## config.mk

```make
export PLATFORM = sky130hd
export DESIGN_NAME = branch_resolve_unit
export DESIGN_NICKNAME = d
export VERILOG_FILES = /design/src/rtl/branch_resolve_unit.sv
export SDC_FILE = /design/constraint.sdc
export NUM_CORES = 1
export LEC_CHECK = 0
export ABC_AREA = 0
export CORE_ASPECT_RATIO = 1.4
export CORE_MARGIN = 1.5
export CORE_UTILIZATION = 47
export CTS_BUF_LIST = sky130_fd_sc_hd__clkbuf_8
export DETAILED_ROUTE_END_ITERATION = 16
export GPL_ROUTABILITY_DRIVEN = 0
export PLACE_DENSITY = 0.86
export SYNTH_ARGS = -nofsm -noshare
export SYNTH_HDL_FRONTEND = slang
export SYNTH_SLANG_ARGS = --single-unit
```

## constraint.sdc

```tcl
create_clock -name clk -period 5.88 [get_ports clk]
set_input_delay 1.176 -clock clk [delete_from_list [all_inputs] [get_ports clk]]
set_output_delay 1.176 -clock clk [all_outputs]
set_load 0.1 [all_outputs]
```

## src/rtl/branch_resolve_unit.sv

```systemverilog
// Branch resolver: registered beq/bne/jump evaluation, with a RUN/FLUSH squash window after taken branches.
// Optional BRANCH_STATS_EN adds saturating branch_count/taken_count ports.
module branch_resolve_unit #(
  parameter int unsigned WIDTH        = 32,
  parameter int unsigned IMM_W        = 16,
  parameter int unsigned SHIFT        = 2,
  parameter int unsigned FLUSH_CYCLES = 1
) (
  input  logic             clk,
  input  logic             rst_n,
  input  logic             stall,
  input  logic             in_valid,
  input  logic [1:0]       op,
  input  logic [WIDTH-1:0] pc_plus4,
  input  logic [IMM_W-1:0] imm,
  input  logic [WIDTH-1:0] rs_val,
  input  logic [WIDTH-1:0] rt_val,
  output logic [WIDTH-1:0] target,
  output logic             out_valid,
  output logic             taken,
  output logic             flush
`ifdef BRANCH_STATS_EN
  ,
  output logic [15:0]      branch_count,
  output logic [15:0]      taken_count
`endif
);

  localparam int unsigned CNT_W = (FLUSH_CYCLES > 1) ? $clog2(FLUSH_CYCLES) : 1;

  typedef enum logic {RUN, FLUSH} state_t;

  state_t           state_q, state_d;
  logic [CNT_W-1:0] cnt_q, cnt_d;
  logic [WIDTH-1:0] target_q, target_d;
  logic             valid_q, valid_d;
  logic             taken_q, taken_d;
  logic             flush_q, flush_d;

  logic [WIDTH-1:0] offset;
  logic [WIDTH-1:0] br_target;
  logic             cond_taken;
  logic             accept;

  assign offset    = WIDTH'($signed(imm)) << SHIFT;
  assign br_target = pc_plus4 + offset;
  assign accept    = in_valid && !stall && (state_q == RUN);

  always_comb begin
    case (op)
      2'b01:   cond_taken = (rs_val == rt_val);
      2'b10:   cond_taken = (rs_val != rt_val);
      2'b11:   cond_taken = 1'b1;
      default: cond_taken = 1'b0;
    endcase
  end

  always_comb begin
    state_d  = state_q;
    cnt_d    = cnt_q;
    target_d = target_q;
    valid_d  = valid_q;
    taken_d  = taken_q;
    flush_d  = flush_q;
    if (!stall) begin
      valid_d = 1'b0;
      taken_d = 1'b0;
      case (state_q)
        RUN: begin
          flush_d = 1'b0;
          if (accept) begin
            valid_d  = 1'b1;
            taken_d  = cond_taken;
            target_d = cond_taken ? br_target : pc_plus4;
            flush_d  = cond_taken;
            if (cond_taken) begin
              cnt_d = CNT_W'(FLUSH_CYCLES - 1);
              if (FLUSH_CYCLES > 1) state_d = FLUSH;
            end
          end
        end
        FLUSH: begin
          // flush stays high through the cycle where the counter sits at 0
          if (cnt_q == '0) begin
            state_d = RUN;
            flush_d = 1'b0;
          end else begin
            cnt_d   = cnt_q - 1'b1;
            flush_d = 1'b1;
          end
        end
        default: state_d = RUN;
      endcase
    end
  end

  always_ff @(posedge clk) begin
    if (!rst_n) begin
      state_q  <= RUN;
      cnt_q    <= '0;
      target_q <= '0;
      valid_q  <= 1'b0;
      taken_q  <= 1'b0;
      flush_q  <= 1'b0;
    end else begin
      state_q  <= state_d;
      cnt_q    <= cnt_d;
      target_q <= target_d;
      valid_q  <= valid_d;
      taken_q  <= taken_d;
      flush_q  <= flush_d;
    end
  end

  assign target    = target_q;
  assign out_valid = valid_q;
  assign taken     = taken_q;
  assign flush     = flush_q;

`ifdef BRANCH_STATS_EN
  logic [15:0] bcnt_q, tcnt_q;

  always_ff @(posedge clk) begin
    if (!rst_n) begin
      bcnt_q <= '0;
      tcnt_q <= '0;
    end else if (accept) begin
      if (op != 2'b00 && bcnt_q != '1) bcnt_q <= bcnt_q + 16'd1;
      if (cond_taken && tcnt_q != '1)  tcnt_q <= tcnt_q + 16'd1;
    end
  end

  assign branch_count = bcnt_q;
  assign taken_count  = tcnt_q;
`endif

endmodule
```

==> results.tsv, run 1 <==
metric	value	unit
status	completed	
RSZ-0062 raised after global routing	false	
CTS tree	done	
layout cell share with drive strength beyond 1	2.96	%
final net count	722	
dominant synthesized flop cell	dfxtp_1	
P_sw	389	uW
fin area	5010	um2
row count	36	
post-route antenna net violation count	0	
filler-free cell count of the finished design	670	
R2R Setup Slk	5150	ps
top cells by instance count after synthesis	a21oi_1 (45), xor2_1 (41), nor2_1 (38), dfxtp_1 (34), nand2_1 (34)	
clock latency on the worst-skew pair	280	ps
Rel. slew slack	32.9	%
Inst Count DP	662	
Initial DRC Count	197	
Tmin final	4090	ps
cell area after placement	4920	um2
EDFF count, synth	0	
clk_skew	0	ps
CTS Hold Bufs	0	
CP arrival	4310	ps
Setup Fix Bufs, Post-CTS	0	
hold endpoint	target[1]	
vias per cell	5.82	
synth unique cells	53	
H-tree levels	2	
CP required	6100	ps
Hold Crit Depth	2	
FF-to-FF End	target[2]	
Mapped Area	3400	um2
all-layer global routing usage	26.1	%
final period utilization	69.6	%
CTS sink count	34	
Sw Ratio	41.9	%
Setup Total Neg Slack	0	ps
clock network power share	19.1	%
Max Cap Viol	0	
die area	7760	um2
Reg power frac	27.5	%
CTS Buf Count	5	
worst-path fanout max	15	
vias in the first global route	3803	
count leader, synth	a21oi_1	
Port-buffer cells	152	
final setup vio count	0	
Worst Tran Pin Value	1000	ps
Crit path largest cell delay	770	ps
worst r2r src	target[2]	
CTS Root Cell	clkbuf_8	
largest net degree at the start of global routing	31	
combinational share of power	53.4	%
post-synthesis sequential area ratio	20.0	%
largest cells by area after synthesis	dfxtp_1 (20%), ha_1 (11%), xor2_1 (11%)	
CP Class	in -> reg	
die height	104	um
Final Max Slew Viols	0	
syn nets	581	
Ports	153	
Fmax	244	MHz
crit path launch type	input pin	
final hold violation count	0	
Final HPWL DP	8.38	mm
Power Total	927	uW
first drt pass iteration count	6	
Pint	538	uW
Syn Inst Count	433	
synthesis-stage register bit count	34	
drt wl/cell	15.3	um
Starting Density	48.7	%
Worst setup EP type	flop	
first-pass GRT wire length	16.5	mm
final wirelength	10.2	mm
clock transition at the registers of the reported paths	70	ps
cell taking the most area after synthesis	dfxtp_1	
worst-case reg-to-reg path depth	2	
P per Cell Area	185	nW/um2
LEAKAGE	0.00198	uW
die width	74.9	um
worst hold path class	reg -> reg	
CTS resizes	0	
# DRC	0	
Async SR Flop Fraction	0	%
maximum VDD drop	0.0000936	V
share of the synthesized area in the top cell type	20.0	%
Ys Warns	0	
vias	3897	
Area growth syn-to-layout	47.5	%
crit-path cells	clkdlybuf4s50_1 > ha_1 > a21o_1 > o21bai_1 > a221oi_1 > nand3_1 > a41oi_1 > xor2_1 > or3_1 > a31oi_1	
Core Box Area	6980	um2
total grt overflow	0	
min-delay src	target[1]	
initial antenna violation count	0	
syn avg cell area	7.85	um2
worst-case clock buffer depth	2	
Antenna Diode Count	0	
CP max-delay cell	clkdlybuf4s50_1	
==> metal layers <==
layer  share of wire [%]  wire length, um  track usage [%]
met1                  38             3910             30.3
met2                  51             5210             45.5
met3                 7.7              783             4.77
met4                 3.0              310             9.87
met5                   0                0                0
==> registers in the layout (all words and copies together) (netlist names) <==
register and count:
taken 1, target 32, out_valid 1
==> metrics by stage <==
step	setup WS, ps	hold slack (ps)	util, %
2_1_floorplan	2510	879	-
3_3_place_gp	1620	445	70.5
3_5_place_dp	1550	458	70.5
4_1_cts	1800	467	71.8
5_1_grt	1500	497	71.8
6_report	1790	468	71.8
==> critical path: cells and delay by family <==
family	cells	cell delay, ps
AOI/OAI and AO/OA	5	1150
adders and majority gates	1	550
buffers and inverters	1	770
and+or+nand+nor	2	540
xor gates and xnor gates	1	120
==> worst max-delay path by stage <==
stage	from	endpoint	slack (ps)
floorplan	pc_plus4[12]	target[26]	2510
global placement	imm[15]	target[31]	1620
detailed placement	imm[15]	target[31]	1550
CTS	imm[15]	target[31]	1800
global route	imm[15]	target[31]	1500
finish	imm[15]	target[31]	1790
==> cells by family after synthesis <==
| group | count (synthesis) | share of synthesized area [%] |
|---|---|---|
| flops | 34 | 20.0 |
| fa+ha+maj | 30 | 11.3 |
| compound gates | 146 | 27.9 |
| mux | 13 | 3.94 |
| xor+xnor | 53 | 13.7 |
| buf+inv | 28 | 5.12 |
| simple gates | 129 | 18.1 |
==> cell type report <==
class	count	area, um2
sequential	34	681
timing repair buffer	154	1540
clock inverter	2	8.76
fill	571	1970
inverter	8	30.0
multi-input combinational	371	2560
clock buffer	6	82.6
tap	95	119
==> power groups by stage <==
stage,combinational (uW),clock [uW],sequential (uW)
6_report,495,177,255
5_1_grt,530,188,256
4_1_cts,492,180,255
3_5_place_dp,489,0,260
3_3_place_gp,480,0,260
2_1_floorplan,216,0,373
==> cell usage in the layout, fill, tap and decap left out, types with 12 or more instances in the layout <==
cell type / Yosys / layout
nor2_1: 38 / 38
dfxtp_1: 34 / 34
a211oi_1: 17 / 17
mux2i_1: 12 / 12
xnor2_1: 12 / 12
ha_1: 29 / 29
o21ai_0: 27 / 27
nand2_1: 34 / 34
a21oi_1: 45 / 45
xor2_1: 41 / 41
clkdlybuf4s50_1: 0 / 152
nand3_1: 12 / 12
Note: power is estimated with default switching activity, not from simulation.
==> run 2, diff against run 1 <==
Settings changed: CORE_UTILIZATION 47 to 44, PLACE_DENSITY 0.86 to 0.81.
Clock period 5.88 ns to 4.13 ns, I/O delays scaled along.
==> results.tsv, run 2 (same netlist as run 1, synthesis figures left out) <==
metric	value	unit	change
final setup vio count	0		unchanged
# DRC	0		unchanged
Ports	153		unchanged
final period utilization	85.2	%	
CTS resizes	0		unchanged
met3 wire length	803	um	+2.6%
Final HPWL DP	8.46	mm	+0.96%
clock transition at the registers of the reported paths	80	ps	about the same
Fmax	284	MHz	
P_sw	570	uW	+47%
CP max-delay cell	clkdlybuf4s50_1		
row count	37		+2.8%
Initial DRC Count	183		-7.1%
worst-path fanout max	8		-7
top routing layer used	met4		
drt wl/cell	15.3	um	+0.33%
combinational share of power	48.5	%	-4.9 points
Tmin final	3520	ps	
worst-case clock buffer depth	2		unchanged
Final Max Slew Viols	0		unchanged
filler-free cell count of the finished design	675		+0.75%
post-route antenna net violation count	0		unchanged
hold endpoint	target[1]		
layout cell share with drive strength beyond 1	3.63	%	+0.68 points
pre-CTS setup slack	409	ps	-1140 ps
Area growth syn-to-layout	49.6	%	
Crit path largest cell delay	690	ps	-80 ps
CP arrival	3750	ps	-560 ps
CTS Buf Count	5		unchanged
clock network power share	26.4	%	+7.3 points
initial antenna violation count	0		unchanged
final hold violation count	0		unchanged
commonest cells after routing, fill and taps aside	clkdlybuf4s50_1 (152), a21oi_1 (45), xor2_1 (41), nor2_1 (38)		
CP required	4360	ps	-1740 ps
Pint	878	uW	+63%
CTS Hold Bufs	0		unchanged
worst-case reg-to-reg path depth	2		unchanged
Worst Tran Pin Value	1070	ps	+67.0 ps
largest net degree at the start of global routing	47		+52%
met1 WL	3.97	mm	+1.4%
die height	107	um	+3.3%
RSZ-0062 raised after global routing	false		
status	completed		
Setup Fix Bufs, Post-CTS	0		unchanged
Setup Total Neg Slack	0	ps	unchanged
Inst Count DP	667		+0.76%
CTS sink count	34		unchanged
first-pass GRT wire length	16.6	mm	+0.67%
instance count on the critical path	10		unchanged
clock latency on the worst-skew pair	290	ps	about the same
Port-buffer cells	152		unchanged
CTS Root Cell	clkbuf_8		
Final WS setup	610	ps	-1180 ps
CP Class	in -> reg		
H-tree levels	2		unchanged
Min Hold Slack	462	ps	-6.88 ps
Met2 Wirelength	5.26	mm	+0.90%
R2R Setup Slk	3380	ps	-1770 ps
Worst setup EP type	flop		
maximum VDD drop	0.000158	V	+69%
Core Box Area	7410	um2	+6.1%
first drt pass iteration count	5		-1
Largest delay share family, worst path	compound AO/OA/AOI/OAI gates		
die width	77.3	um	+3.2%
vias in the first global route	3740		-1.7%
Sw Ratio	39.4	%	-2.6 points
FF-to-FF End	target[29]		
crit-path cells	clkdlybuf4s50_1 > ha_1 > a21o_1 > o21bai_1 > a221oi_1 > nand3_1 > a41oi_1 > xor2_1 > or3_1 > a31oi_1		
Max Cap Viol	0		unchanged
Starting Density	45.9	%	-2.8 points
Antenna Diode Count	0		unchanged
Fill cells	642		+12%
cell area after placement	4950	um2	+0.51%
die area	8270	um2	+6.6%
min-delay src	target[1]		
CP bufs+invs	1		unchanged
P per Cell Area	285	nW/um2	+54%
vias	3870		-0.69%
worst hold path class	reg -> reg		
fin area	5080	um2	+1.4%
Rel. slew slack	28.4	%	-4.5 points
commonest non-fill, non-tap cell in the layout	clkdlybuf4s50_1		
max reg flops	32		unchanged
Hold Crit Depth	2		unchanged
all-layer global routing usage	24.9	%	-1.1 points
final net count	725		+0.42%
LEAKAGE	0.00201	uW	+1.5%
clk_skew	0	ps	unchanged
CTS tree	done		
Reg power frac	25.0	%	-2.5 points
worst r2r src	target[29]		
final wirelength	10.3	mm	+1.1%
total grt overflow	0		unchanged
crit path launch type	input pin		
vias per cell	5.73		-1.4%
-- run 2: worst min-delay path: stages (launching register included) --
cell and delay [ps]:
dfxtp_1 320, nand2_1 50, a21oi_1 50
-- run 2: area by class of cell --
type / instances / area [um2] / share of cell area [%]
Multi-Input combinational cell: 371 / 2560 / 50.3
Timing Repair Buffer: 157 / 1560 / 30.7
Sequential cell: 34 / 681 / 13.4
Tap cell: 97 / 121 / 2.39
Clock buffer: 5 / 68.8 / 1.35
Clock inverter: 3 / 68.8 / 1.35
Inverter: 8 / 30.0 / 0.591
-- run 2: through the flow --
step	utilization (%)	power, uW
after detailed placement	66.8	1070
final	68.6	1450
after CTS	68.6	1450
after floorplan	-	838
after global routing	68.6	1520
after global placement	66.8	1060
-- run 2: how the worst max path moves through the flow --
stage | from | endpoint
4_1_cts | imm[15] | target[31]
3_3_place_gp | imm[15] | target[31]
5_1_grt | imm[15] | target[31]
2_1_floorplan | pc_plus4[12] | target[26]
6_report | imm[15] | target[31]
3_5_place_dp | imm[15] | target[31]
-- run 2: power groups by stage --
stage               Clock (uW)  Combinational [uW]  Sequential (uW)
finish                     383                 703              362
global route               402                 753              365
CTS                        384                 701              362
detailed placement           0                 698              370
global placement             0                 687              369
floorplan                    0                 307              531
-- run 2: metal layers --
layer	vias to the layer above	track usage, %
met1	1743	27.1
li1	1894	-
met5	-	0
met2	203	46.6
met3	30	4.77
met4	0	10.0
